<file path="config.mk">
export PLATFORM = sky130hd
export DESIGN_NAME = spi_arbiter
export DESIGN_NICKNAME = d
export VERILOG_FILES = /design/src/rtl/spi_arbiter.sv
export SDC_FILE = /design/constraint.sdc
export NUM_CORES = 1
export LEC_CHECK = 0
export ABC_AREA = 1
export CORE_MARGIN = 4
export CORE_UTILIZATION = 41
export DETAILED_ROUTE_END_ITERATION = 6
export HOLD_SLACK_MARGIN = 0.12
export PLACE_DENSITY = 0.7
export SETUP_SLACK_MARGIN = 0.15
export SYNTH_ARGS = -nofsm -noshare
export SYNTH_HDL_FRONTEND = slang
export SYNTH_SLANG_ARGS = --single-unit
</file>
<file path="constraint.sdc">
create_clock -name clk -period 1.2 [get_ports clk]
set_clock_uncertainty 0.2 [all_clocks]
set_input_delay 0.12 -clock clk [delete_from_list [all_inputs] [get_ports clk]]
set_output_delay 0.12 -clock clk [all_outputs]
set_load 0.1 [all_outputs]
</file>
<file path="src/rtl/spi_arbiter.sv">
// Hands the shared SPI master to init, scene or player with registered one-hot selects.
// Init has priority over the others, scene and player alternate, and an idle gap separates owners.
module spi_arbiter #(
    parameter int GAP_CYCLES = 4,
    parameter int MAX_HOLD   = 0,
    parameter int HOLD_W     = 16
) (
    input  logic       clk,
    input  logic       rst,
    input  logic       init_req,
    input  logic       scene_req,
    input  logic       player_req,
    input  logic       spi_busy,
    output logic       init_enable,
    output logic       scene_enable,
    output logic       player_enable,
    output logic [1:0] owner,
    output logic       arb_busy,
    output logic       hold_timeout
);

    localparam int GAP_W = (GAP_CYCLES > 1) ? $clog2(GAP_CYCLES) : 1;

    localparam logic [1:0] OWN_NONE   = 2'd0;
    localparam logic [1:0] OWN_INIT   = 2'd1;
    localparam logic [1:0] OWN_SCENE  = 2'd2;
    localparam logic [1:0] OWN_PLAYER = 2'd3;

    typedef enum logic [1:0] {
        ST_IDLE,
        ST_GRANT,
        ST_DRAIN,
        ST_GAP
    } state_t;

    state_t             state_q, state_d;
    logic [1:0]         owner_q, owner_d;
    logic               rr_player_q, rr_player_d;
    logic [HOLD_W-1:0]  hold_q, hold_d;
    logic [GAP_W-1:0]   gap_q, gap_d;
    logic               timeout_q, timeout_d;
    logic               busy_q;
    logic               init_en_q, scene_en_q, player_en_q;
    logic               own_req;

    always_comb begin
        own_req = 1'b0;
        case (owner_q)
            OWN_INIT:   own_req = init_req;
            OWN_SCENE:  own_req = scene_req;
            OWN_PLAYER: own_req = player_req;
            default:    own_req = 1'b0;
        endcase
    end

    always_comb begin
        state_d     = state_q;
        owner_d     = owner_q;
        rr_player_d = rr_player_q;
        hold_d      = hold_q;
        gap_d       = gap_q;
        timeout_d   = 1'b0;

        case (state_q)
            ST_IDLE: begin
                owner_d = OWN_NONE;
                hold_d  = '0;
                // rr_player_q set means player went last, so scene takes a tie.
                if (init_req) begin
                    owner_d = OWN_INIT;
                    state_d = ST_GRANT;
                end else if (scene_req && (!player_req || rr_player_q)) begin
                    owner_d     = OWN_SCENE;
                    rr_player_d = 1'b0;
                    state_d     = ST_GRANT;
                end else if (player_req) begin
                    owner_d     = OWN_PLAYER;
                    rr_player_d = 1'b1;
                    state_d     = ST_GRANT;
                end
            end

            ST_GRANT: begin
                if (hold_q != {HOLD_W{1'b1}}) begin
                    hold_d = hold_q + 1'b1;
                end
                if (!own_req) begin
                    state_d = ST_DRAIN;
                end else if (MAX_HOLD > 0 && hold_q == HOLD_W'(MAX_HOLD - 1)) begin
                    state_d   = ST_DRAIN;
                    timeout_d = 1'b1;
                end
            end

            // Select stays on so the owner's last byte still reaches the pins.
            ST_DRAIN: begin
                if (!spi_busy) begin
                    owner_d = OWN_NONE;
                    gap_d   = '0;
                    state_d = (GAP_CYCLES > 0) ? ST_GAP : ST_IDLE;
                end
            end

            ST_GAP: begin
                owner_d = OWN_NONE;
                if (gap_q == GAP_W'(GAP_CYCLES - 1)) begin
                    state_d = ST_IDLE;
                end else begin
                    gap_d = gap_q + 1'b1;
                end
            end

            default: begin
                state_d = ST_IDLE;
                owner_d = OWN_NONE;
            end
        endcase
    end

    always_ff @(posedge clk) begin
        if (rst) begin
            state_q     <= ST_IDLE;
            owner_q     <= OWN_NONE;
            rr_player_q <= 1'b1;
            hold_q      <= '0;
            gap_q       <= '0;
            timeout_q   <= 1'b0;
            busy_q      <= 1'b0;
            init_en_q   <= 1'b0;
            scene_en_q  <= 1'b0;
            player_en_q <= 1'b0;
        end else begin
            state_q     <= state_d;
            owner_q     <= owner_d;
            rr_player_q <= rr_player_d;
            hold_q      <= hold_d;
            gap_q       <= gap_d;
            timeout_q   <= timeout_d;
            busy_q      <= (state_d != ST_IDLE);
            init_en_q   <= (owner_d == OWN_INIT);
            scene_en_q  <= (owner_d == OWN_SCENE);
            player_en_q <= (owner_d == OWN_PLAYER);
        end
    end

    assign init_enable   = init_en_q;
    assign scene_enable  = scene_en_q;
    assign player_enable = player_en_q;
    assign owner         = owner_q;
    assign arb_busy      = busy_q;
    assign hold_timeout  = timeout_q;

endmodule

</file>
* Word-level counts from Yosys, hierarchy flattened *
Cells that the tools add are included.

storage, ports and cells
  flip-flop bits (word level) = 11
  input bits = 6
  output and inout port bits = 7
  logic and storage cells = 49

cells by class
  $add $sub $neg = 1
  equality and inequality tests = 12
  muxes and demuxes = 18
  bitwise gates (word level) = 1
  reductions and logical operators = 9

operator list
  operator               number
  $mux W2                12
  $eq A2 B2 Y1 const B   7
  $pmux W2 S4            1
  $eq A2 B1 Y1 const B   3
  $pmux W2 S3            1
  $reduce_and A3 Y1      2
  $reduce_bool A2 Y1     3
  $ne A2 B2 Y1 const B   2
  $pmux W2 S2            1
  $pmux W1 S3            1
  $add A2 B1 Y2 const B  1
  $logic_not A2 Y1       1
  $mux W1                2
  $logic_and A1 B1 Y1    1
  $logic_not A1 Y1       1
  $logic_or A1 B1 Y1     1
  $not A1 Y1             1

* Longest topological paths before layout *
  depth after elaboration = 7
  depth in mapped cells = 8
  mapped depth without buffers = 8

* Least setup slack after synthesis *
Ideal clock, no wire load.

  path kind = reg-to-reg
  start = register owner_q[0] (netlist: owner[0])
  end = register busy_q (netlist: arb_busy)
  library setup time = 0.117 ns
  arrival = 1.549 ns
  data required time = 0.883 ns
  setup slack = -0.666 ns
  cell stages (with the launch flop) = 8
  buffers on the path = 0
  period minus slack after synthesis = 1.866 ns
  cell sequence = dfxtp_1 > inv_1 > nand2_1 > nand3_1 > nand2_1 > nand2_2 > a21oi_2 > nand2_1

on the way
  longest elaborated chain between the ends = 5
  elaborated cells between the ends (all ways) = 7
  classes of those cells = eq/ne: 3; mux: 3; reduce/logical: 1

ends and longest elaborated chain
  element                                              RTL line  text
  start, declared                                      37        logic [1:0] owner_q, owner_d;
  start signal, assigned                               134       owner_q <= owner_d;
  $eq A2 B2 Y1 / $eq A2 B1 Y1 (equally long branches)  48        case (owner_q)
  $pmux W1 S3 (*)                                      48
  $mux W2 (*)                                          87        if (!own_req) begin
  $pmux W2 S4 (*)                                      64        case (state_q)
  $reduce_bool A2 Y1 (*)                               139       busy_q <= (state_d != ST_IDLE);
  end signal, assigned                                 139
  end, declared                                        42        logic busy_q;

Every way passes the cells marked *; elsewhere a longest branch is shown, timed or not.
A chain may end at the register's enable or synchronous reset.

* Worst setup path in the final report *
  start = register gap_q[0]
  end = register gap_q[0]

on the way
  longest elaborated chain between the ends = 3
  elaborated cells between the ends (all ways) = 6
  classes of those cells = add/sub: 1; eq/ne: 2; mux: 2; reduce/logical: 1

ends and longest elaborated chain
  element                                                  RTL line  text
  start, declared                                          40        logic [GAP_W-1:0] gap_q, gap_d;
  start signal, assigned                                   137       gap_q <= gap_d;
  $add A2 B1 Y2 / $eq A2 B2 Y1 (equally long branches)     109, 106
  $mux W2 / $ne A2 B2 Y1 (equally long branches)           -
  $pmux W2 S2 / $reduce_and A3 Y1 (equally long branches)  -

Parallel ways exist; a longest one is shown, timed or not. The select of a mux whose other input is x is not followed.

==> metrics.txt <==
Synth Net Count=86; switching share of power=48.96%; Final Hold Violating Endpoints=0; largest net degree at the start of global routing=7; synth-to-layout area growth=83.52%; Worst Setup Start Kind=flop; Gate power share=65.3%; area occupied by multi-input gates=approximately 350 sq um; Fmax=728.8 MHz; Clock Path Buffers=2; peak supply drop=0.001777 V; port bufs=11; clock slew at reported path FFs=0.08 ns; Fillers=72; CP Capture Type=flop; Mapped Cells=79; GR Overflow Total=0; DR pass1 iterations=2; Arrival @ worst endpoint=1.34 ns; part of the power in registers=between 20% and 30%; Net Switching=approximately 1400 uW; crit-path max FO=3; Num CTS Buffers=3; DRT antenna net count=0; Yosys reg bits=11; nets=117; status=finished, violations left; final hold slack=about 0.079 ns; count of cell types in the netlist=21; Final min period=1.372 ns; FF/Latch Area=between 200 and 250 sq um; Post-DP HPWL=around 1.0 mm; H-tree depth=1; hold buffer count at CTS=0; critical path cell sequence=ha_4 -> inv_4 -> nand3_4 -> nand2_4 -> nand2_4 -> buf_4 -> clkinv_1 -> nor2_1 -> nor2_1; initial antenna violation count=0; FP Rows=12; number of synthesis warnings=0; routed len/inst=between 10 and 15 microns; P_leak=approximately 0.00049 uW; Post-Layout Cell Count=123; Sinks on Clock Net=11; DRC errors left=0; layout cells sized above 1=60.55%; CTS tree=done; Final Max Tran Viols=0; first-pass GRT wire length=2.553 mm; initial core utilization=46.73%; die area=2004 sq um; routability-driven placement congestion ratio=0.7418; vias per cell=slightly below 5; num ports=13; number of DRC markers in iteration 0=8; Seq/Total Area, Yosys=just under 40%; Critical Path RT=1.17 ns; Root Driver=clkbuf_4; dpl cells=115; cell area power density=2733 nW/um^2; Mapped Area=554.3 sq um; Mean Syn Cell Area=7.016 sq um; Die Y-Extent=about 45 microns; clock share of power=9.9%; failing checks=setup timing; Core ar.=1186 sq um; worst setup margin=-0.1721 ns; vias in the first global route=around 630; final worst path period share=114.3%; min-delay worst type=input port to flop; Vias=598; total track usage=around 18%; worst skew pair latency=0.28 ns; CP Class=flop to flop; max_cap viols=0; unrepaired setup endpoints after global routing=true; slowest cell delay on critical path=0.36 ns; fin util=roughly 86%; ANT cells=0; Setup-failing EPs final=13; die span in x=44.77 microns; Pint=between 1000 and 1500 uW; WL final=1.616 mm; Max stage delay cell, worst path=dfxtp_2
-- cell families (layout without fill, tap and decap cells) --
group	after synthesis	count (layout)	synth area share (%)
AND/OR/NAND/NOR	40	40	34.99
buffers and inverters	17	47	13.54
flip-flops	11	11	39.73
AO/OA/AOI/OAI	9	9	8.804
adder cells (fa/ha/maj)	1	1	2.257
other	1	1	0.6766
-- state kept, by name (all words and copies together) (netlist names) --
| name | count |
|---|---|
| rr_player_q | 1 |
| scene_enable | 1 |
| gap_q | 2 |
| state_q | 2 |
| owner | 2 |
| init_enable | 1 |
| arb_busy | 1 |
| player_enable | 1 |
-- worst max-delay path: cells and delay by family (launching register included) --
| kind | cells | cell delay [ns] |
|---|---|---|
| and+or+nand+nor | 5 | 0.37 |
| DFF | 1 | 0.36 |
| adders and majority gates | 1 | 0.14 |
| buffers and inverters | 3 | 0.20 |
-- layer usage --
| metal | vias up | GRT usage (%) | routed length [microns] |
|---|---|---|---|
| li1 | 300 | - | - |
| met1 | 280 | 18.16 | 582 |
| met2 | 14 | 31.52 | 916 |
| met3 | 4 | 5.976 | 83 |
| met4 | 0 | 8.772 | 34 |
| met5 | - | 0 | 0 |
-- cells in the final DEF, fill, tap and decap left out, types with 4 or more instances in the layout --
cell type,instances
buf_12,6
buf_4,12
buf_6,5
clkdlybuf4s50_1,4
dfxtp_2,6
dfxtp_4,4
inv_1,10
nand2_1,8
nand2_2,13
nor2_1,10
-- what timing repair did --
action | in CTS | in global routing
resized for setup | 18 | 8
setup endpoints to repair | 17 | 17
hold endpoints to repair | 0 | 1
pin swaps | 9 | 6
setup buffers | 2 | 2
-- power groups by stage --
stage	Clock, uW	Sequential [uW]	Combinational, uW
floorplan	0	1050	592
global placement	0	666	1520
detailed placement	0	665	1550
CTS	263	674	1750
global route	285	706	1940
finish	274	691	1810
-- layout make-up --
cell class,instances,area share (%)
multi-input combinational,51,34.69
timing repair buffer,28,31.37
sequential,11,23.86
inverter,15,5.781
clock buffer,4,2.583
tap,14,1.722
-- cell usage after synthesis --
cell      instances  area share, %
a21oi_1           4            3.6
a21oi_2           1            1.6
buf_4             1            1.4
buf_6             1            2.0
clkinv_1          1           0.68
conb_1            1           0.68
dfxtp_1          11             40
ha_1              1            2.3
inv_1            13            8.8
inv_2             1           0.68
nand2_1          17             12
nand2_2           6            6.8
nand2_4           1            2.0
nand3_1           2            1.8
nand3_2           1            1.8
nand3b_2          1            2.0
nand4_1           1            1.1
nor2_1           10            6.8
nor2_2            1            1.1
o21ai_0           2            1.8
o21ai_1           2            1.8
-- worst paths after layout --
check,from,endpoint,slack [ns],cells past startpoint
worst max-delay path,gap_q[0],gap_q[0],-0.17,9
worst min register to register,rr_player_q,rr_player_q,0.32,2
worst max register to register,gap_q[0],gap_q[0],-0.17,9
worst min-delay path,init_req,scene_enable,0.08,4
-- stage by stage --
step / setup slack [ns] / area, sq um / setup TNS [ns] / total power (uW)
after floorplan: -0.1298 / 609.3 / -0.3867 / 1640
after global placement: -0.2685 / 875.8 / -2.079 / 2184
after detailed placement: -0.3011 / 875.8 / -2.310 / 2214
after CTS: -0.1246 / 978.4 / -0.8771 / 2683
after global routing: -0.2300 / 1017 / -1.626 / 2933
final: -0.1721 / 1017 / -0.8972 / 2780
Note: power is estimated with default switching activity, not from simulation.
